[src/rtl/rab_ar_sender.sv]
// rab_ar_sender: consumes the RAB lookup FSM's registered decision. Accepted reads go out on the
// master AR channel. Dropped reads are queued in a small FIFO for the error/response generator.
// sent_o pulses for one cycle when the decision has been consumed.
// Optional feature: define RAB_AR_COHERENT_CACHE_EN to derive ARCACHE from cache_coherent_i
// instead of passing the original ARCACHE through.
module rab_ar_sender #(
  parameter int unsigned AXI_M_ADDR_WIDTH = 40,
  parameter int unsigned AXI_ID_WIDTH     = 8,
  parameter int unsigned AXI_USER_WIDTH   = 6,
  parameter int unsigned DROP_FIFO_DEPTH  = 4
) (
  input  logic                        Clk_CI,
  input  logic                        Rst_RBI,
  input  logic                        accept_i,
  input  logic                        drop_i,
  input  logic                        miss_i,
  input  logic                        prefetch_i,
  input  logic [AXI_M_ADDR_WIDTH-1:0] out_addr_i,
  input  logic                        cache_coherent_i,
  input  logic [AXI_ID_WIDTH-1:0]     in_id_i,
  input  logic [7:0]                  in_len_i,
  input  logic [AXI_USER_WIDTH-1:0]   in_user_i,
  input  logic [3:0]                  in_cache_i,
  output logic                        sent_o,
  output logic [AXI_M_ADDR_WIDTH-1:0] m_ar_addr_o,
  output logic [AXI_ID_WIDTH-1:0]     m_ar_id_o,
  output logic [7:0]                  m_ar_len_o,
  output logic [AXI_USER_WIDTH-1:0]   m_ar_user_o,
  output logic [3:0]                  m_ar_cache_o,
  output logic                        m_ar_valid_o,
  input  logic                        m_ar_ready_i,
  output logic [AXI_ID_WIDTH-1:0]     drop_id_o,
  output logic [7:0]                  drop_len_o,
  output logic                        drop_miss_o,
  output logic                        drop_prefetch_o,
  output logic                        drop_valid_o,
  input  logic                        drop_ready_i
);

  localparam int unsigned PtrW   = $clog2(DROP_FIFO_DEPTH);
  localparam int unsigned CntW   = PtrW + 1;
  localparam int unsigned EntryW = AXI_ID_WIDTH + 8 + 2;

  typedef enum logic [1:0] {StIdle, StAddr, StGuard} state_e;

  state_e state_q, state_d;
  logic   push, pop, latch, fifo_full;
  logic   [3:0] cache_d;

  logic [EntryW-1:0] mem_q [DROP_FIFO_DEPTH];
  logic [PtrW-1:0]   wptr_q, rptr_q;
  logic [CntW-1:0]   count_q;

`ifdef RAB_AR_COHERENT_CACHE_EN
  logic [3:0] unused_in_cache;
  assign unused_in_cache = in_cache_i;
  assign cache_d         = {4{cache_coherent_i}};
`else
  logic unused_cache_coherent;
  assign unused_cache_coherent = cache_coherent_i;
  assign cache_d               = in_cache_i;
`endif

  assign fifo_full    = (count_q == CntW'(DROP_FIFO_DEPTH));
  assign drop_valid_o = (count_q != '0);
  assign pop          = drop_valid_o & drop_ready_i;
  assign m_ar_valid_o = (state_q == StAddr);
  assign {drop_id_o, drop_len_o, drop_miss_o, drop_prefetch_o} = mem_q[rptr_q];

  // Decision FSM: drop wins over accept; GUARD gives the FSM one cycle to clear its registers.
  always_comb begin
    state_d = state_q;
    sent_o  = 1'b0;
    push    = 1'b0;
    latch   = 1'b0;
    unique case (state_q)
      StIdle: begin
        if (drop_i) begin
          if (!fifo_full) begin
            push    = 1'b1;
            sent_o  = 1'b1;
            state_d = StGuard;
          end
        end else if (accept_i) begin
          latch   = 1'b1;
          state_d = StAddr;
        end
      end
      StAddr: begin
        if (m_ar_ready_i) begin
          sent_o  = 1'b1;
          state_d = StGuard;
        end
      end
      StGuard: state_d = StIdle;
      default: state_d = StIdle;
    endcase
  end

  // State register.
  always_ff @(posedge Clk_CI or negedge Rst_RBI) begin
    if (!Rst_RBI) begin
      state_q <= StIdle;
    end else begin
      state_q <= state_d;
    end
  end

  // AR field registers, loaded once on accept and held through the handshake.
  always_ff @(posedge Clk_CI or negedge Rst_RBI) begin
    if (!Rst_RBI) begin
      m_ar_addr_o  <= '0;
      m_ar_id_o    <= '0;
      m_ar_len_o   <= '0;
      m_ar_user_o  <= '0;
      m_ar_cache_o <= '0;
    end else if (latch) begin
      m_ar_addr_o  <= out_addr_i;
      m_ar_id_o    <= in_id_i;
      m_ar_len_o   <= in_len_i;
      m_ar_user_o  <= in_user_i;
      m_ar_cache_o <= cache_d;
    end
  end

  // Drop-info FIFO; storage is cleared on reset so the head reads zero afterwards.
  always_ff @(posedge Clk_CI or negedge Rst_RBI) begin
    if (!Rst_RBI) begin
      for (int i = 0; i < int'(DROP_FIFO_DEPTH); i++) begin
        mem_q[i] <= '0;
      end
      wptr_q  <= '0;
      rptr_q  <= '0;
      count_q <= '0;
    end else begin
      if (push) begin
        mem_q[wptr_q] <= {in_id_i, in_len_i, miss_i, prefetch_i};
        wptr_q        <= wptr_q + PtrW'(1);
      end
      if (pop) begin
        rptr_q <= rptr_q + PtrW'(1);
      end
      if (push && !pop) begin
        count_q <= count_q + CntW'(1);
      end else if (pop && !push) begin
        count_q <= count_q - CntW'(1);
      end
    end
  end

endmodule

[config.mk]
export PLATFORM = sky130hd
export DESIGN_NAME = rab_ar_sender
export DESIGN_NICKNAME = d
export VERILOG_FILES = /design/src/rtl/rab_ar_sender.sv
export SDC_FILE = /design/constraint.sdc
export NUM_CORES = 1
export LEC_CHECK = 0
export ABC_CLOCK_PERIOD_IN_PS = 2100
export BUFFER_PORTS_ARGS = -buffer_cell sky130_fd_sc_hd__buf_2
export CAP_MARGIN = 20
export CORE_UTILIZATION = 48
export DETAILED_ROUTE_END_ITERATION = 10
export GPL_TIMING_DRIVEN = 0
export PLACE_DENSITY_LB_ADDON = 0.1
export SETUP_SLACK_MARGIN = 0.2
export SLEW_MARGIN = 20
export SYNTH_ARGS = -nofsm -noshare
export SYNTH_HDL_FRONTEND = slang
export SYNTH_SLANG_ARGS = --single-unit
[constraint.sdc]
create_clock -name Clk_CI -period 2.1 [get_ports Clk_CI]
set_clock_uncertainty 0.1 [all_clocks]
set_input_delay 0.21 -clock Clk_CI [delete_from_list [all_inputs] [get_ports Clk_CI]]
set_output_delay 0.21 -clock Clk_CI [all_outputs]
set_load 0.01 [all_outputs]
==> summary.md, run 1 <==
| Metric | Value |
|---|---|
| Worst path slowest cell | `fa_2` |
| Leakage | `4.65 nW` |
| Worst slew margin | `0.665` |
| Fin. Hold Viols | `0` |
| Clock sinks | `147` |
| Die ar. | `13600 sq um` |
| Max Clk Rate | `0.461 GHz` |
| Detailed placer's ending HPWL | `8140 um` |
| Distinct cells, synth | `25` |
| Initial Util | `0.496` |
| H-tree Lvls | `4` |
| Port Buffers | `159` |
| Largest net degree at the start of global routing | `103` |
| Placed Cells | `688` |
| Syn nets | `437` |
| Max clock buf depth | `2` |
| Sequential fraction of the synthesis area | `0.582` |
| Number of global-route vias before repair | `4359` |
| First-pass GRT wire length | `22100 um` |
| Syn avg cell area | `17.7 sq um` |
| Period utilisation layout | `1.03` |
| Yosys reg bits | `147` |
| Fill count | `823` |
| CTS tree | `done` |
| # diodes | `0` |
| Avg WL per Cell | `17.2 um` |
| Power, Total | `15.1 mW` |
| RSZ-0062 raised after global routing | `yes` |
| Synth Instances | `356` |
| Clock latency on the worst-skew pair | `0.42 ns` |
| Largest area contributor in the netlist | `dfrtp_1` |
| Setup ws final | `-0.0690 ns` |
| Core area | `12700 sq um` |
| Total CTS buffers | `17` |
| Slew @ Worst Pin | `0.502 ns` |
| R2r setup slk | `-0.07 ns` |
| Die width | `117 um` |
| Failing checks | `setup timing` |
| Total congestion overflow | `0` |
| Pwr per Cell Area | `1590 nW/um^2` |
| Final Setup Violations | `3` |
| Arr. time, crit path | `2.37 ns` |
| Final Max Tran Viols | `0` |
| Vias/cell | `4.97` |
| Synthesis-to-finish area growth | `50.7%` |
| Critical Path End Type | `flop` |
| Slowest Stage Delay on Critical Path | `0.42 ns` |
| DRT iter0 DRCs | `186` |
| Non-Filler Instances | `827` |
| CP dominant cell by count | `inv_2` |
| Startpoint Class | `flop` |
| Die extent in y | `117 um` |
| Syn. warnings | `0` |
| Routed WL | `14200 um` |
| Storage cell area | `3680 sq um` |
| Clock transition at the registers of the reported paths | `0.06 ns` |
| Crit Path Max Fanout | `2` |
| Multi-input logic area | `2610 sq um` |
| Initial antenna violation count | `0` |
| CTS root buf | `clkbuf_16` |
| Fin crit period | `2.17 ns` |
| Gr usage total | `0.221` |
| DR pass1 iterations | `4` |
| Area contributors post-synth | `dfrtp_1, mux2_2, mux2_4` |
| Final #Nets | `723` |
| Crit path cell chain | `or3b_4, buf_6, nand3_4, inv_2, ha_4, inv_2, fa_2, mux2_2` |
| Hold/Removal Path Class | `in -> reg` |
| Status | `finished with violations` |
| Post-synthesis instance area | `6320 sq um` |
| Fraction of layout cells with a size suffix above 1 | `0.594` |
| I/O pin cnt | `162` |
| GP Congestion | `0.681` |
| Setup CP Type | `reg -> reg` |
| Row cnt | `41` |
| Worst EP required | `2.30 ns` |
| Vias | `4112` |
| Maximum vdd drop | `1.02 mV` |
| Post-synth top area share | `0.582` |
| Number of max-cap violations | `0` |
| Post-route DRC | `0` |
| Antenna Violating Nets Remaining | `0` |
-- through the flow --
step	area (sq um)	TNS, ns	hold slack, ns	worst slack [ns]	util
2_1_floorplan	6340	-0.0396	-0.186	-0.0294	-
3_3_place_gp	7350	-190.36	0.325	-1.31	0.578
3_5_place_dp	7390	-0.199	0.0296	-0.122	0.581
4_1_cts	9290	-0.00979	0.00167	-0.00979	0.730
5_1_grt	9520	-0.791	0.0194	-0.105	0.748
6_report	9520	-0.0858	0.0189	-0.0690	0.748
-- cells by family after synthesis --
logic type      synth area share
mux                        0.338
flops                      0.582
buf+inv                   0.0305
simple gates              0.0269
xor+xnor                 0.00832
fa+ha+maj                 0.0131
compound gates           0.00119
-- routing by layer --
layer,global-route usage,part of all wire,vias up
li1,-,-,1878
met1,0.273,0.42,2142
met2,0.382,0.54,84
met3,0.0472,0.036,8
met4,0.0810,0.0058,0
met5,0,0,-
-- final cells by class --
type / count / share of cell area
Multi-Input combinational cell: 187 / 0.274
Clock inverter: 12 / 0.0171
Tap cell: 172 / 0.0226
Buffer: 17 / 0.0230
Inverter: 5 / 0.00197
Sequential cell: 147 / 0.387
Timing Repair Buffer: 267 / 0.229
Clock buffer: 20 / 0.0459
-- layout by cell type (no fill, tap or decap), types with 2 or more instances in the layout --
cell	count
mux4_2	18
buf_12	15
buf_16	5
nand4_4	4
buf_8	3
xor2_1	2
inv_1	3
clkbuf_1	3
mux2_2	39
buf_4	14
dlygate4sd3_1	68
buf_2	142
mux2_4	72
nand2_1	3
ha_1	4
mux2_1	29
dfrtp_1	146
xnor2_1	4
buf_6	36
inv_2	2
clkinv_2	7
clkbuf_16	17
bufinv_16	4
-- where the power goes --
group,switching [mW],leakage [nW],internal [mW],total (mW)
registers,0.785,1.75,4.29,5.07
logic,2.58,2.61,4.36,6.95
clock network,1.12,0.297,1.97,3.09
-- synthesized netlist by cell type --
cell and number:
nor2_1 1, or3b_1 1, a21o_1 1, mux2_4 40
ha_1 5, nor4b_4 1, mux2_2 71, or3_1 1
nand2_1 4, nand4_4 4, mux4_2 18, xnor2_1 4
xor2_1 2, buf_6 4, buf_12 4, inv_1 5
mux2_1 29, dfrtp_1 147, clkbuf_1 1, nand3_1 2
fa_1 1, nor2b_1 1, buf_2 6, buf_4 2
nor2_4 1
-- registers in the layout, summed over array words and instances, names as in the netlist --
signal        cells
mem_q            72
wptr_q            2
state_q           2
m_ar_len_o        8
m_ar_id_o         8
m_ar_cache_o      4
m_ar_addr_o      40
rptr_q            2
m_ar_user_o       6
count_q           3
-- worst max-delay path: cells and delay by family (launching register included) --
kind | cells | cell delay (ns)
buf+inv | 3 | 0.23
simple gates | 2 | 0.48
fa+ha+maj | 2 | 0.58
flops | 1 | 0.39
mux | 1 | 0.28
-- path summary, 6_finish.rpt --
path | from | endpoint | depth (start not counted)
min reg2reg | m_ar_addr_o[34] | m_ar_addr_o[34] | 1
max | count_q[0] | count_q[1] | 8
max reg2reg | count_q[0] | count_q[1] | 8
max in group asynchronous | Rst_RBI | wptr_q[0] | 3
min | drop_ready_i | rptr_q[1] | 3
min in group asynchronous | Rst_RBI | m_ar_addr_o[34] | 2
-- timing repair --
action,CTS,global route
hold endpoints to repair,171,0
gates resized for setup,49,39
setup buffers,29,6
pin swaps,10,1
hold buffers,68,0
cloned,4,0
setup endpoints to repair,59,124
Power figures use the tool's default switching activity.
==> run 2: changes to the inputs <==
--- a/config.mk
+++ b/config.mk
@@ -9,6 +9,7 @@
 export BUFFER_PORTS_ARGS = -buffer_cell sky130_fd_sc_hd__buf_2
 export CAP_MARGIN = 20
 export CORE_UTILIZATION = 48
+export CTS_CLUSTER_DIAMETER = 200
 export DETAILED_ROUTE_END_ITERATION = 10
 export GPL_TIMING_DRIVEN = 0
 export PLACE_DENSITY_LB_ADDON = 0.1
==> constraint.sdc (replaced) <==
create_clock -name Clk_CI -period 2.1 [get_ports Clk_CI]
set_clock_uncertainty 0.1 [all_clocks]
set_input_delay 0.42 -clock Clk_CI [delete_from_list [all_inputs] [get_ports Clk_CI]]
set_output_delay 0.42 -clock Clk_CI [all_outputs]
set_load 0.01 [all_outputs]
==> run 2 against run 1 <==
  * Final area decreased by 9.0%
  * Global-route usage decreased by 2.3 points
  * Critical path type is now reg -> out
  * The flow still finishes with violations (setup timing)
  * Die area unchanged
  * Power decreased by 4.3%
  * Count of clock-buffer cells in the layout unchanged
  * Wire length decreased by 6.6%
  * Cell count decreased by 9.1%
  * Hold slack improved by 0.099 ns
  * Highest routed layer unchanged
==> summary.md, run 2 (synthesized netlist as in run 1, its figures left out) <==
| Metric | Value |
|---|---|
| Fraction of layout cells with a size suffix above 1 | `0.659 (+0.0647)` |
| # diodes | `0 (unchanged)` |
| Slew @ Worst Pin | `0.529 ns (+0.0262 ns)` |
| Switch Pwr | `4.33 mW (-3.6%)` |
| Setup ws final | `-0.143 ns (-0.0743 ns)` |
| Clock Power Share | `0.213 (+0.008)` |
| Slowest Stage Delay on Critical Path | `0.51 ns (+0.09 ns)` |
| Most flop-heavy register | `mem_q` |
| Crit Path Max Fanout | `4 (+2)` |
| Vias | `3776 (-8.2%)` |
| Sw frac | `0.299 (+0.00219)` |
| Antenna Violating Nets Remaining | `0 (unchanged)` |
| Commonest non-fill, non-tap cells in the layout | `buf_2, dfrtp_1, mux2_4` |
| Fill count | `914 (+11%)` |
| Number of max-cap violations | `0 (unchanged)` |
| Vias/cell | `5.02 (+0.99%)` |
| Gr usage total | `0.197 (-0.0233)` |
| Avg WL per Cell | `17.6 um (+2.8%)` |
| Clock latency on the worst-skew pair | `0.41 ns (about the same)` |
| Routed wl met3 | `483 um (-4.7%)` |
| Critical Path End Type | `output port` |
| Final Setup Violations | `20 (+17)` |
| Routed wl met2 | `6790 um (-12%)` |
| Biggest regs | `mem_q x72, m_ar_addr_o x40` |
| Number of global-route vias before repair | `3843 (-12%)` |
| Fin crit period | `2.24 ns (+0.0743 ns)` |
| Total congestion overflow | `0 (unchanged)` |
| Fin. Hold Viols | `0 (unchanged)` |
| Final Max Tran Viols | `0 (unchanged)` |
| Setup CP Type | `reg -> out` |
| Die width | `117 um (unchanged)` |
| Startpoint Class | `flop` |
| Finished Core Util | `0.681 (-0.0677)` |
| Port Buffers | `159 (unchanged)` |
| Arr. time, crit path | `1.72 ns (-0.65 ns)` |
| Setup WS pre-CTS | `-0.201 ns (-0.0787 ns)` |
| Most common cell after layout, fill and taps aside | `buf_2` |
| Die extent in y | `117 um (unchanged)` |
| GP Congestion | `0.681 (unchanged)` |
| CTS root buf | `clkbuf_16` |
| Comb power frac | `0.438 (-0.022)` |
| Leakage | `4.27 nW (-8.1%)` |
| Pint | `10.1 mW (-4.6%)` |
| Hold/Removal Path Class | `in -> reg` |
| DR pass1 iterations | `5 (+1)` |
| Total CTS buffers | `17 (unchanged)` |
| Initial Util | `0.496 (unchanged)` |
| Worst EP required | `1.58 ns (-0.72 ns)` |
| Clock transition at the registers of the reported paths | `0.06 ns (about the same)` |
| Crit path cell chain | `buf_12, clkbuf_16, mux4_2, buf_6` |
| Worst slew margin | `0.648 (-0.0175)` |
| Routed WL | `13300 um (-6.6%)` |
| Core area | `12700 sq um (unchanged)` |
| CTS tree | `done` |
| I/O pin cnt | `162 (unchanged)` |
| Period utilisation layout | `1.07 (+0.0354)` |
| DRT iter0 DRCs | `153 (-18%)` |
| Detailed placer's ending HPWL | `8140 um (unchanged)` |
| Buf/Inv on CP | `3 (unchanged)` |
| Setup TNS Final | `-2.03 ns (-1.95 ns)` |
| Largest register FFs | `72 (unchanged)` |
| Cell family with most CP delay | `multiplexers` |
| Synthesis-to-finish area growth | `37.1%` |
| Final #Nets | `648 (-10%)` |
| Worst path slowest cell | `mux4_2` |
| Max Clk Rate | `0.446 GHz (-3.3%)` |
| H-tree Lvls | `4 (unchanged)` |
| Maximum vdd drop | `1.12 mV (+9.8%)` |
| Status | `finished with violations` |
| Post-route DRC | `0 (unchanged)` |
| Failing checks | `setup timing` |
| Top routing layer used | `met4` |
| Sum of routed wire segments on met1 | `5830 um (-1.4%)` |
| Initial antenna violation count | `0 (unchanged)` |
| Pwr per Cell Area | `1670 nW/um^2 (+5.2%)` |
| Largest net degree at the start of global routing | `103 (unchanged)` |
| RSZ-0062 raised after global routing | `yes` |
| Die ar. | `13600 sq um (unchanged)` |
| Row cnt | `41 (unchanged)` |
| Seq pwr share | `0.349 (+0.013)` |
| First-pass GRT wire length | `19700 um (-11%)` |
| Max clock buf depth | `2 (unchanged)` |
| Clock sinks | `147 (unchanged)` |
## run 2: power groups by stage
stage	sequential, mW	clock (mW)	combinational, mW
final	5.05	3.09	6.33
after detailed placement	5.04	0	5.29
after floorplan	5.23	0	3.32
after global routing	5.23	3.26	6.81
after CTS	5.01	3.15	5.74
after global placement	4.96	0	5.19
## run 2: metal layers
layer / track usage / vias to the layer above
met1: 0.253 / 1960
met4: 0.0810 / 0
met2: 0.323 / 81
met5: 0 / -
li1: - / 1721
met3: 0.0477 / 14
## run 2: per-stage QoR
step	std cells	cell area (sq um)	power, mW	hold slack [ns]
floorplan	356	6340	8.55	0.0244
global placement	687	7350	10.2	0.362
detailed placement	688	7390	10.3	0.240
CTS	742	8330	13.9	0.100
global route	752	8660	15.3	0.108
finish	752	8660	14.5	0.118
## run 2: worst paths after layout
check                                start              end  slack (ns)  cells past startpoint
min reg2reg                m_ar_addr_o[34]  m_ar_addr_o[34]        0.38                      1
max in group asynchronous          Rst_RBI        rptr_q[0]        0.69                      3
max reg2reg                     count_q[0]       count_q[1]       -0.08                      8
min                          in_cache_i[1]  m_ar_cache_o[1]        0.12                      2
min in group asynchronous          Rst_RBI  m_ar_cache_o[0]        0.38                      2
max                              rptr_q[0]    drop_len_o[1]       -0.14                      4
## run 2: layout make-up
| type | instances | area (sq um) | share of cell area |
|---|---|---|---|
| buffer | 17 | 213 | 0.0246 |
| clock buffer | 20 | 437 | 0.0504 |
| clock inverter | 12 | 163 | 0.0188 |
| inverter | 5 | 18.8 | 0.00217 |
| multi-input combinational | 187 | 2590 | 0.299 |
| sequential | 147 | 3680 | 0.425 |
| tap | 172 | 215 | 0.0249 |
| timing repair buffer | 192 | 1340 | 0.155 |
## run 2: timing repair
item	4_1_cts	5_1_grt
pin swaps	9	3
endpoints found under the hold margin	45	0
setup buffers	19	7
gates cloned	2	3
endpoints found under the setup margin	60	118
gates resized for setup	18	49
hold buffers	1	0
==> run 3: changes to the inputs <==
--- a/config.mk
+++ b/config.mk
@@ -13,6 +13,7 @@
 export DETAILED_ROUTE_END_ITERATION = 10
 export GPL_TIMING_DRIVEN = 0
 export PLACE_DENSITY_LB_ADDON = 0.1
+export RECOVER_POWER = 100
 export SETUP_SLACK_MARGIN = 0.2
 export SLEW_MARGIN = 20
 export SYNTH_ARGS = -nofsm -noshare
==> run 3 against run 2 <==
  * The run still ends with setup timing left
  * Global-route usage is the same
  * First-iteration DRC count fell by 11%
  * Clock power is essentially flat
  * Largest cell class unchanged
  * Largest power group unchanged
==> summary.md, run 3 (synthesized netlist as in run 1, its figures left out) <==
| Metric | Value |
|---|---|
| Die ar. | `13600 sq um (unchanged)` |
| Fin crit period | `2.24 ns (+0.000154 ns)` |
| Max clock buf depth | `2 (unchanged)` |
| RSZ-0062 raised after global routing | `yes` |
| Post-route DRC | `0 (unchanged)` |
| WHS | `0.118 ns (+0.000253 ns)` |
| Synthesis-to-finish area growth | `31.6%` |
| Commonest non-fill, non-tap cells in the layout | `dfrtp_1, buf_2, clkbuf_1` |
| Fraction of layout cells with a size suffix above 1 | `0.526 (-0.133)` |
| Setup TNS Final | `-2.12 ns (-0.0901 ns)` |
| Row cnt | `41 (unchanged)` |
| Max Clk Rate | `0.446 GHz (about the same)` |
| Vias | `3772 (-0.11%)` |
| Clock transition at the registers of the reported paths | `0.06 ns (about the same)` |
| Most common cell after layout, fill and taps aside | `dfrtp_1` |
| Initial antenna violation count | `0 (unchanged)` |
| Port Buffers | `159 (unchanged)` |
| Die width | `117 um (unchanged)` |
| Core area | `12700 sq um (unchanged)` |
| Die extent in y | `117 um (unchanged)` |
| Crit Path Max Fanout | `4 (unchanged)` |
| Final Setup Violations | `22 (+10%)` |
| DR pass1 iterations | `4 (-1)` |
| GP Congestion | `0.681 (unchanged)` |
| Largest register FFs | `72 (unchanged)` |
| Number of max-cap violations | `0 (unchanged)` |
| H-tree Lvls | `4 (unchanged)` |
| Clock latency on the worst-skew pair | `0.41 ns (about the same)` |
| Avg WL per Cell | `17.6 um (-0.29%)` |
| Setup WS pre-CTS | `-0.201 ns (unchanged)` |
| Number of global-route vias before repair | `3843 (unchanged)` |
| Detailed placer's ending HPWL | `8140 um (unchanged)` |
| Largest net degree at the start of global routing | `103 (unchanged)` |
| Biggest regs | `mem_q x72, m_ar_addr_o x40` |
| DRT iter0 DRCs | `136 (-11%)` |
| I/O pin cnt | `162 (unchanged)` |
| Power, Total | `14.0 mW (-3.1%)` |
| Final #Nets | `648 (unchanged)` |
| CTS tree | `done` |
| Startpoint Class | `flop` |
| Vias/cell | `5.02 (-0.11%)` |
| Fin. Hold Viols | `0 (unchanged)` |
| Maximum vdd drop | `1.09 mV (-2.6%)` |
| Hold/Removal Path Class | `in -> reg` |
| CTS root buf | `clkbuf_16` |
| Total congestion overflow | `0 (unchanged)` |
| Setup ws final | `-0.143 ns (-0.000154 ns)` |
| Most flop-heavy register | `mem_q` |
| Pwr per Cell Area | `1690 nW/um^2 (+0.91%)` |
| Arr. time, crit path | `1.72 ns (about the same)` |
| Clock sinks | `147 (unchanged)` |
| Routed WL | `13200 um (-0.29%)` |
| Final instance area | `8310 sq um (-4.0%)` |
| Slew @ Worst Pin | `1.19 ns (+0.661 ns)` |
| Initial Util | `0.496 (unchanged)` |
| Worst EP required | `1.58 ns (about the same)` |
| Gr usage total | `0.197 (unchanged)` |
| Failing checks | `setup timing` |
| Leakage | `3.97 nW (-7.1%)` |
| Final Max Tran Viols | `0 (unchanged)` |
| Period utilisation layout | `1.07 (about the same)` |
| Worst slew margin | `0.207 (-0.441)` |
| Placed Area | `7390 sq um (unchanged)` |
| Antenna Violating Nets Remaining | `0 (unchanged)` |
| Total CTS buffers | `17 (unchanged)` |
| # diodes | `0 (unchanged)` |
| Critical Path End Type | `output port` |
| Status | `finished with violations` |
| Setup CP Type | `reg -> out` |
| First-pass GRT wire length | `19700 um (unchanged)` |
## run 3: cell count changes in the layout (fill, tap and decap cells not counted), moves of 2 or more
cell,change
clkbuf_4,+2
buf_6,-5
clkbuf_2,+6
buf_4,+2
nand4_2,+4
nand4_4,-4
buf_8,-2
buf_2,-67
buf_12,-7
clkbuf_1,+74
clkbuf_16,-3
## run 3: cell type report
cell class | instances | area [sq um]
Sequential cell | 147 | 3680
Inverter | 5 | 18.8
Clock inverter | 12 | 163
Multi-Input combinational cell | 187 | 2540
Clock buffer | 20 | 437
Fill cell | 993 | 4410
Tap cell | 172 | 215
Buffer | 17 | 164
Timing Repair Buffer | 192 | 1090
## run 3: worst paths after layout
| kind | cells after the start | start | slack [ns] | end |
|---|---|---|---|---|
| worst max-delay path | 4 | rptr_q[0] | -0.14 | drop_len_o[1] |
| worst min-delay path | 2 | out_addr_i[32] | 0.12 | m_ar_addr_o[32] |
| worst max register to register | 8 | count_q[0] | -0.06 | count_q[1] |
| worst min register to register | 1 | m_ar_addr_o[34] | 0.38 | m_ar_addr_o[34] |
| max in group asynchronous | 3 | Rst_RBI | 0.14 | wptr_q[0] |
| min in group asynchronous | 2 | Rst_RBI | 0.68 | m_ar_cache_o[1] |
## run 3: worst max-delay path, cell delays in order, from the launching register on
cell	delay [ns]
dfrtp_2	0.41
buf_12	0.12
clkbuf_16	0.13
mux4_2	0.51
buf_6	0.14
## run 3: metal layers
metal	global-route usage	routed length, um	part of all wire	vias to the layer above
met4	0.0810	166	0.013	0
met1	0.253	5810	0.44	1959
met5	0	0	0	-
met2	0.323	6780	0.51	79
met3	0.0477	468	0.035	16
li1	-	-	-	1718
## run 3: report_power, final
part	total (mW)	leakage (nW)	internal [mW]	switching, mW
combinational	5.86	1.92	3.48	2.38
sequential	5.06	1.75	4.29	0.775
clock	3.09	0.297	1.97	1.12
total	14.0	3.97	9.74	4.27
## run 3: what timing repair did
action	in CTS	in global routing
pin swaps	9	3
buffers inserted	19	7
endpoints found under the setup margin	60	118
hold endpoints to repair	45	0
cloned	2	3
gates resized for setup	18	49
hold buffers	1	0
## run 3: through the flow
stage	instances	utilization
floorplan	356	-
global placement	687	0.578
detailed placement	688	0.581
CTS	742	0.655
global route	752	0.653
finish	752	0.653
